--- config.mk ---
export PLATFORM = sky130hd
export DESIGN_NAME = etc_block_pixel_sequencer
export DESIGN_NICKNAME = d
export VERILOG_FILES = /design/src/rtl/etc_block_pixel_sequencer.sv
export SDC_FILE = /design/constraint.sdc
export NUM_CORES = 1
export LEC_CHECK = 0
export BUFFER_PORTS_ARGS = -buffer_cell sky130_fd_sc_hd__clkbuf_2
export CAP_MARGIN = 30
export CORE_UTILIZATION = 47
export DETAILED_ROUTE_END_ITERATION = 7
export PLACE_DENSITY = 0.86
export SYNTH_ARGS = -nofsm -noshare
export SYNTH_HDL_FRONTEND = slang
export SYNTH_SLANG_ARGS = --single-unit
--- constraint.sdc ---
create_clock -name sclk -period 4.59 [get_ports sclk]
set_input_delay 1.377 -clock sclk [delete_from_list [all_inputs] [get_ports sclk]]
set_output_delay 1.377 -clock sclk [all_outputs]
set_load 0.1 [all_outputs]
--- src/rtl/etc_block_pixel_sequencer.sv ---
// etc_block_pixel_sequencer: walks the 16 texels of one ETC2 block through the decoder
// request handshake and streams the captured colours out as a backpressured pixel stream.
module etc_block_pixel_sequencer #(
    parameter int TIMEOUT_CYCLES = 64,
    parameter bit RASTER_ORDER   = 1'b1
) (
    input  logic        sclk,
    input  logic        rsrt,
    input  logic        blk_valid,
    output logic        blk_ready,
    input  logic [63:0] blk_data,
    input  logic        blk_flags,
    output logic [63:0] dec_block,
    output logic        dec_flags,
    output logic        dec_rtr,
    output logic [3:0]  dec_pix_idx,
    input  logic        dec_color_rts,
    input  logic [7:0]  dec_r,
    input  logic [7:0]  dec_g,
    input  logic [7:0]  dec_b,
    input  logic [7:0]  dec_a,
    output logic        pix_valid,
    input  logic        pix_ready,
    output logic [31:0] pix_rgba,
    output logic [1:0]  pix_x,
    output logic [1:0]  pix_y,
    output logic        pix_last,
    output logic        busy,
    output logic        err_timeout
);
    localparam int CW = (TIMEOUT_CYCLES > 1) ? $clog2(TIMEOUT_CYCLES) : 1;

    typedef enum logic [1:0] {IDLE, REQ, OUT} state_t;

    state_t        state_q, state_d;
    logic [3:0]    n_q, n_d;
    logic [CW-1:0] cnt_q, cnt_d;
    logic [63:0]   block_q, block_d;
    logic [31:0]   rgba_q, rgba_d;
    logic [1:0]    x_q, x_d, y_q, y_d;
    logic          flags_q, flags_d, valid_q, valid_d, last_q, last_d, err_q, err_d;
    logic [1:0]    cur_x, cur_y;
    logic          timed_out;

    // n counts in output order; the texel index is always {x,y}
    assign cur_x     = RASTER_ORDER ? n_q[1:0] : n_q[3:2];
    assign cur_y     = RASTER_ORDER ? n_q[3:2] : n_q[1:0];
    assign timed_out = (TIMEOUT_CYCLES != 0) && (cnt_q == CW'(TIMEOUT_CYCLES - 1));

    assign blk_ready   = (state_q == IDLE);
    assign busy        = (state_q != IDLE);
    assign dec_rtr     = (state_q == REQ);
    assign dec_pix_idx = {cur_x, cur_y};
    assign dec_block   = block_q;
    assign dec_flags   = flags_q;
    assign pix_valid   = valid_q;
    assign pix_rgba    = rgba_q;
    assign pix_x       = x_q;
    assign pix_y       = y_q;
    assign pix_last    = last_q;
    assign err_timeout = err_q;

    always_comb begin
        state_d = state_q;
        n_d     = n_q;
        cnt_d   = cnt_q;
        block_d = block_q;
        flags_d = flags_q;
        rgba_d  = rgba_q;
        x_d     = x_q;
        y_d     = y_q;
        valid_d = valid_q;
        last_d  = last_q;
        err_d   = 1'b0;
        case (state_q)
            IDLE: if (blk_valid) begin
                block_d = blk_data;
                flags_d = blk_flags;
                n_d     = '0;
                cnt_d   = '0;
                state_d = REQ;
            end
            REQ: begin
                cnt_d = cnt_q + 1'b1;
                if (dec_color_rts) begin
                    rgba_d  = {dec_r, dec_g, dec_b, dec_a};
                    x_d     = cur_x;
                    y_d     = cur_y;
                    valid_d = 1'b1;
                    last_d  = (n_q == 4'd15);
                    state_d = OUT;
                end else if (timed_out) begin
                    err_d   = 1'b1;
                    state_d = IDLE;
                end
            end
            OUT: if (pix_ready) begin
                valid_d = 1'b0;
                last_d  = 1'b0;
                cnt_d   = '0;
                if (n_q == 4'd15) begin
                    state_d = IDLE;
                end else begin
                    n_d     = n_q + 4'd1;
                    state_d = REQ;
                end
            end
            default: state_d = IDLE;
        endcase
    end

    always_ff @(posedge sclk or negedge rsrt) begin
        if (!rsrt) begin
            state_q <= IDLE;
            n_q     <= '0;
            cnt_q   <= '0;
            block_q <= '0;
            flags_q <= 1'b0;
            rgba_q  <= '0;
            x_q     <= '0;
            y_q     <= '0;
            valid_q <= 1'b0;
            last_q  <= 1'b0;
            err_q   <= 1'b0;
        end else begin
            state_q <= state_d;
            n_q     <= n_d;
            cnt_q   <= cnt_d;
            block_q <= block_d;
            flags_q <= flags_d;
            rgba_q  <= rgba_d;
            x_q     <= x_d;
            y_q     <= y_d;
            valid_q <= valid_d;
            last_q  <= last_d;
            err_q   <= err_d;
        end
    end
endmodule

## Word level (Yosys, flattened, before mapping)

Index checks and enable logic that the tools add are counted.

- Output and inout bits: 111
- Input bits: 102
- Flip-flop bits (word level): 116
- Logic and storage cells: 54

- Add/sub/neg operators: 2
- Reduce and logical (&&, ||, !) cells: 11
- Equality and inequality tests: 9
- Muxes and demuxes: 21

Operators by type and width:

| cell | count |
|---|---|
| 6-bit case mux with 3 select lines | 1 |
| 4-bit 2-to-1 mux | 3 |
| 6-bit 2-to-1 mux | 2 |
| 3-bit AND reduction | 3 |
| 2-bit 2-to-1 mux | 4 |
| 4-bit case mux with 2 select lines | 1 |
| 1-bit 2-to-1 mux | 7 |
| 6-bit by 1-bit adder with 6-bit output (second input constant) | 1 |
| 6-bit == test (second input constant) | 1 |
| 2-bit != test (second input constant) | 3 |
| 2-bit case mux with 3 select lines | 1 |
| 2-bit nonzero test | 3 |
| 4-bit by 1-bit adder with 4-bit output (second input constant) | 1 |
| 4-bit == test (second input constant) | 1 |
| 1-bit case mux with 2 select lines | 2 |
| 2-bit AND reduction | 2 |
| 4-bit AND reduction | 1 |
| 3-bit by 1-bit != test with 1-bit output (second input constant) | 1 |
| 3-bit nonzero test | 1 |
| 2-bit by 1-bit == test with 1-bit output (second input constant) | 1 |
| 2-bit == test (second input constant) | 1 |
| 2-bit logical NOT | 1 |
| 2-bit by 1-bit != test with 1-bit output (second input constant) | 1 |

## Logic depth before layout (Yosys ltp)

- Word-level depth: 4
- Mapped depth: 6
- Mapped depth without buffers: 4

## Least setup slack after synthesis

No wires, ideal clock.

- Path kind: flip-flop to output port
- From: register state_q[0]
- To: output blk_ready
- Arrival: 1.928 ns
- Required time: 3.213 ns
- Path slack: 1.285 ns
- Stages on the path, launching flop included: 5
- Buffers on the path: 2
- Cells stage by stage: dfrtp_1 buf_2 clkbuf_1 or2_2 inv_1

- Longest elaborated chain between the ends: 1

Ends and longest elaborated chain:

| element | line | source |
|---|---|---|
| start: declaration | 35 | `state_t state_q, state_d;` |
| start signal: assignment | 126 | `state_q <= state_d;` |
| 2-bit logical NOT | 50 | `assign blk_ready = (state_q == IDLE);` |
| end: declaration | 10 | `output logic blk_ready,` |

Every way passes these cells.

## Worst setup path in the final report

- From: register state_q[0]
- To: output dec_rtr

- Longest elaborated chain between the ends: 1

Ends and longest elaborated chain:

| element | line | source |
|---|---|---|
| 2-bit by 1-bit == test with 1-bit output | 52 | `assign dec_rtr = (state_q == REQ);` |
| end: declaration | 15 | `output logic dec_rtr,` |

Every way passes these cells.

==> results.toml <==
[outcome]
outcome = "finished clean"

[sta]
rsz0062_at_grt = "no"
fin_setup_tns_ps = 0
worst_pin_slew_ps = 978
post-route-min-period_ps = 3450
worst_slack_ps = 1140
finalSetupViolations = 0
drv_slew = 0
fmax_ghz = 0.290
hold_viol = 0
finClkSkew_ps = 7.57
fin_crit_sh_pct = 75.2
max-slew-margin-rel_pct = 32.9

[floorplanning]
initial_core_util_pct = 49.0
io_pins = 213
dieArea_mm2 = 0.0101
rows = 35
core_mm2 = 0.00928
dieWidth_um = 100
die_y_um = 100

[worst_setup_path]
cp_max_fo = 20
slowest_stage = "dfrtp_1"
r2r_cells = 4
crit_required_ps = 3210
worst_setup_path_end_kind = "output pin"
arrival_ps = 2080
cp-start-kind = "flip-flop"
worstPathCellList = "nand2b_1 > inv_1 > clkbuf_2"
crit_cells = 3
critPathBufInv = 2
crit_family = "flip-flops"
critPathKind = "flip-flop to output pin"
slowest_delay_ps = 720

[synthesis]
syn-num-nets = 402
ys_ff_latch = 116
synth_top_cell_area_share_pct = 63.8
syn_area_per_cell_um2 = 15.3
synth_area_mm2 = 0.00455
synth-seq-area-share_pct = 63.8
ys_warn_count = 0
syn_inst = 298
yosysTopAreaCell = "dfrtp_1"
synthTopCellsByArea = "dfrtp_1, mux2_2, mux2_1"
synth_cell_type_count = 32

[routing]
drt-initial-drc-count = 92
first_pass_iters = 4
antenna_violating_nets_post_route = 0
wl_per_cell_um = 15.2
vias = 3257
route.detailed.drc = 0
wl_mm = 10.0
vias_per_cell = 4.93

[grt]
top_usage_layer = "met2"
grt_use_met1_pct = 22.9
grt_overflow = 0
met3_usage_pct = 5.29
grt_use_met2_pct = 37.2
grt_pass1_wl_mm = 15.8
grt_max_degree = 67
antenna_found_initial = 0
grt_pass1_vias = 3228
grt_usage_pct = 20.4

[clock_tree]
cts.sinks = 116
cts_setup_buffers = 0
cts_buffer_depth = 2
clock_latency_ps = 490
cts_tree = "done"
clockRootBuffer = "clkbuf_8"
post_cts_resized = 0
cts_max_level = 4
holdBufCountCts = 0
cts_buffers = 17
clk_pin_slew_ps = 60

[placement]
dp_hpwl_mm = 7.53
place_ws_ps = 1330
gp_congestion = 0.763
placed_area_mm2 = 0.00575
portBuffers = 212

[finish]
nets = 623
antennaDiodeCount = 0
final_cell_area_mm2 = 0.00636
drive_gt1_share_pct = 58.8
area_growth_pct = 40.0

[flow_run]
maxCapViolations = 0

[worst_hold_path]
hold_class = "flip-flop to flip-flop"
worstHoldPathCells = 1
kinds of logic (layout without fill, tap and decap cells):
logic type | count (synthesis) | in the layout | synth area share (%)
flip-flops | 116 | 116 | 63.8
multiplexers | 105 | 105 | 25.9
AND/OR/NAND/NOR | 31 | 31 | 3.83
AO/OA/AOI/OAI | 25 | 25 | 3.69
buffers and inverters | 19 | 253 | 2.20
adder cells (fa/ha/maj) | 2 | 2 | 0.550
path summary, 6_finish.rpt:
kind                         startpoint            end  slack [ps]
setup / recovery             state_q[0]        dec_rtr        1140
hold / removal             dec_block[5]   dec_block[5]         480
setup reg to reg             state_q[1]  dec_block[16]        2040
hold reg to reg            dec_block[5]   dec_block[5]         480
max in group asynchronous          rsrt   dec_block[6]        2880
min in group asynchronous          rsrt   pix_rgba[14]         840
state kept, by name (all words and copies together) (netlist names):
name	cells
cnt_q	6
err_timeout	1
dec_flags	1
pix_rgba	32
dec_block	64
pix_valid	1
n_q	4
pix_last	1
pix_y	2
state_q	2
pix_x	2
metal layers:
metal,vias up,wire length [µm]
li1,1519,-
met1,1591,3940
met2,132,5360
met3,15,564
met4,0,170
met5,-,0
final cells by class:
type	count	area, µm²
Clock buffer	19	432
Clock inverter	13	181
Fill cell	695	2920
Inverter	4	15.0
Multi-Input combinational cell	163	1550
Sequential cell	116	2900
Tap cell	129	161
Timing Repair Buffer	217	1120
per-stage QoR:
| stage | hold WS (ps) | instances | utilization (%) |
|---|---|---|---|
| CTS | 487 | 661 | 68.5 |
| finish | 482 | 661 | 68.5 |
| global placement | 466 | 628 | 61.6 |
| floorplan | 483 | 298 | - |
| detailed placement | 475 | 629 | 61.9 |
| global route | 493 | 661 | 68.5 |
cells in the final DEF, fill, tap and decap left out, types with 2 or more instances in the layout:
master      synthesis  layout
clkbuf_16           0      16
o21ai_0             9       9
and3_1              3       3
inv_1               4       4
mux2i_1             4       4
ha_1                2       2
clkinv_2            0       4
nand2b_1            3       3
o21bai_1            3       3
nand4_1             2       2
or2_2               2       2
clkbuf_2            0     211
a2bb2oi_1           3       3
clkinv_4            0       2
bufinv_16           0       4
nor2_1              3       3
nor3_1              2       2
dfrtp_1           116     116
buf_4               5       5
nand2_1             3       3
clkinvlp_4          0       2
nand3b_1            2       2
a21oi_1             3       3
mux2_2             62      62
mux2_1             39      39
nand3_1             8       8
clkbuf_8            0       2
cell usage after synthesis:
cell type,n
a211o_1,1
a211oi_1,1
a21boi_0,1
a21oi_1,3
a221o_1,1
a2bb2oi_1,3
a32o_1,1
and3_1,3
buf_2,8
buf_4,5
clkbuf_1,2
dfrtp_1,116
ha_1,2
inv_1,4
mux2_1,39
mux2_2,62
mux2i_1,4
nand2_1,3
nand2b_1,3
nand3_1,8
nand3b_1,2
nand4_1,2
nor2_1,3
nor3_1,2
nor3_2,1
nor3b_1,1
nor4_1,1
o211ai_1,1
o21ai_0,9
o21bai_1,3
o31ai_1,1
or2_2,2
Power is left out: the tool's default activity adds up to more than one toggle a clock period on the data nets, which glitch-free logic cannot reach.
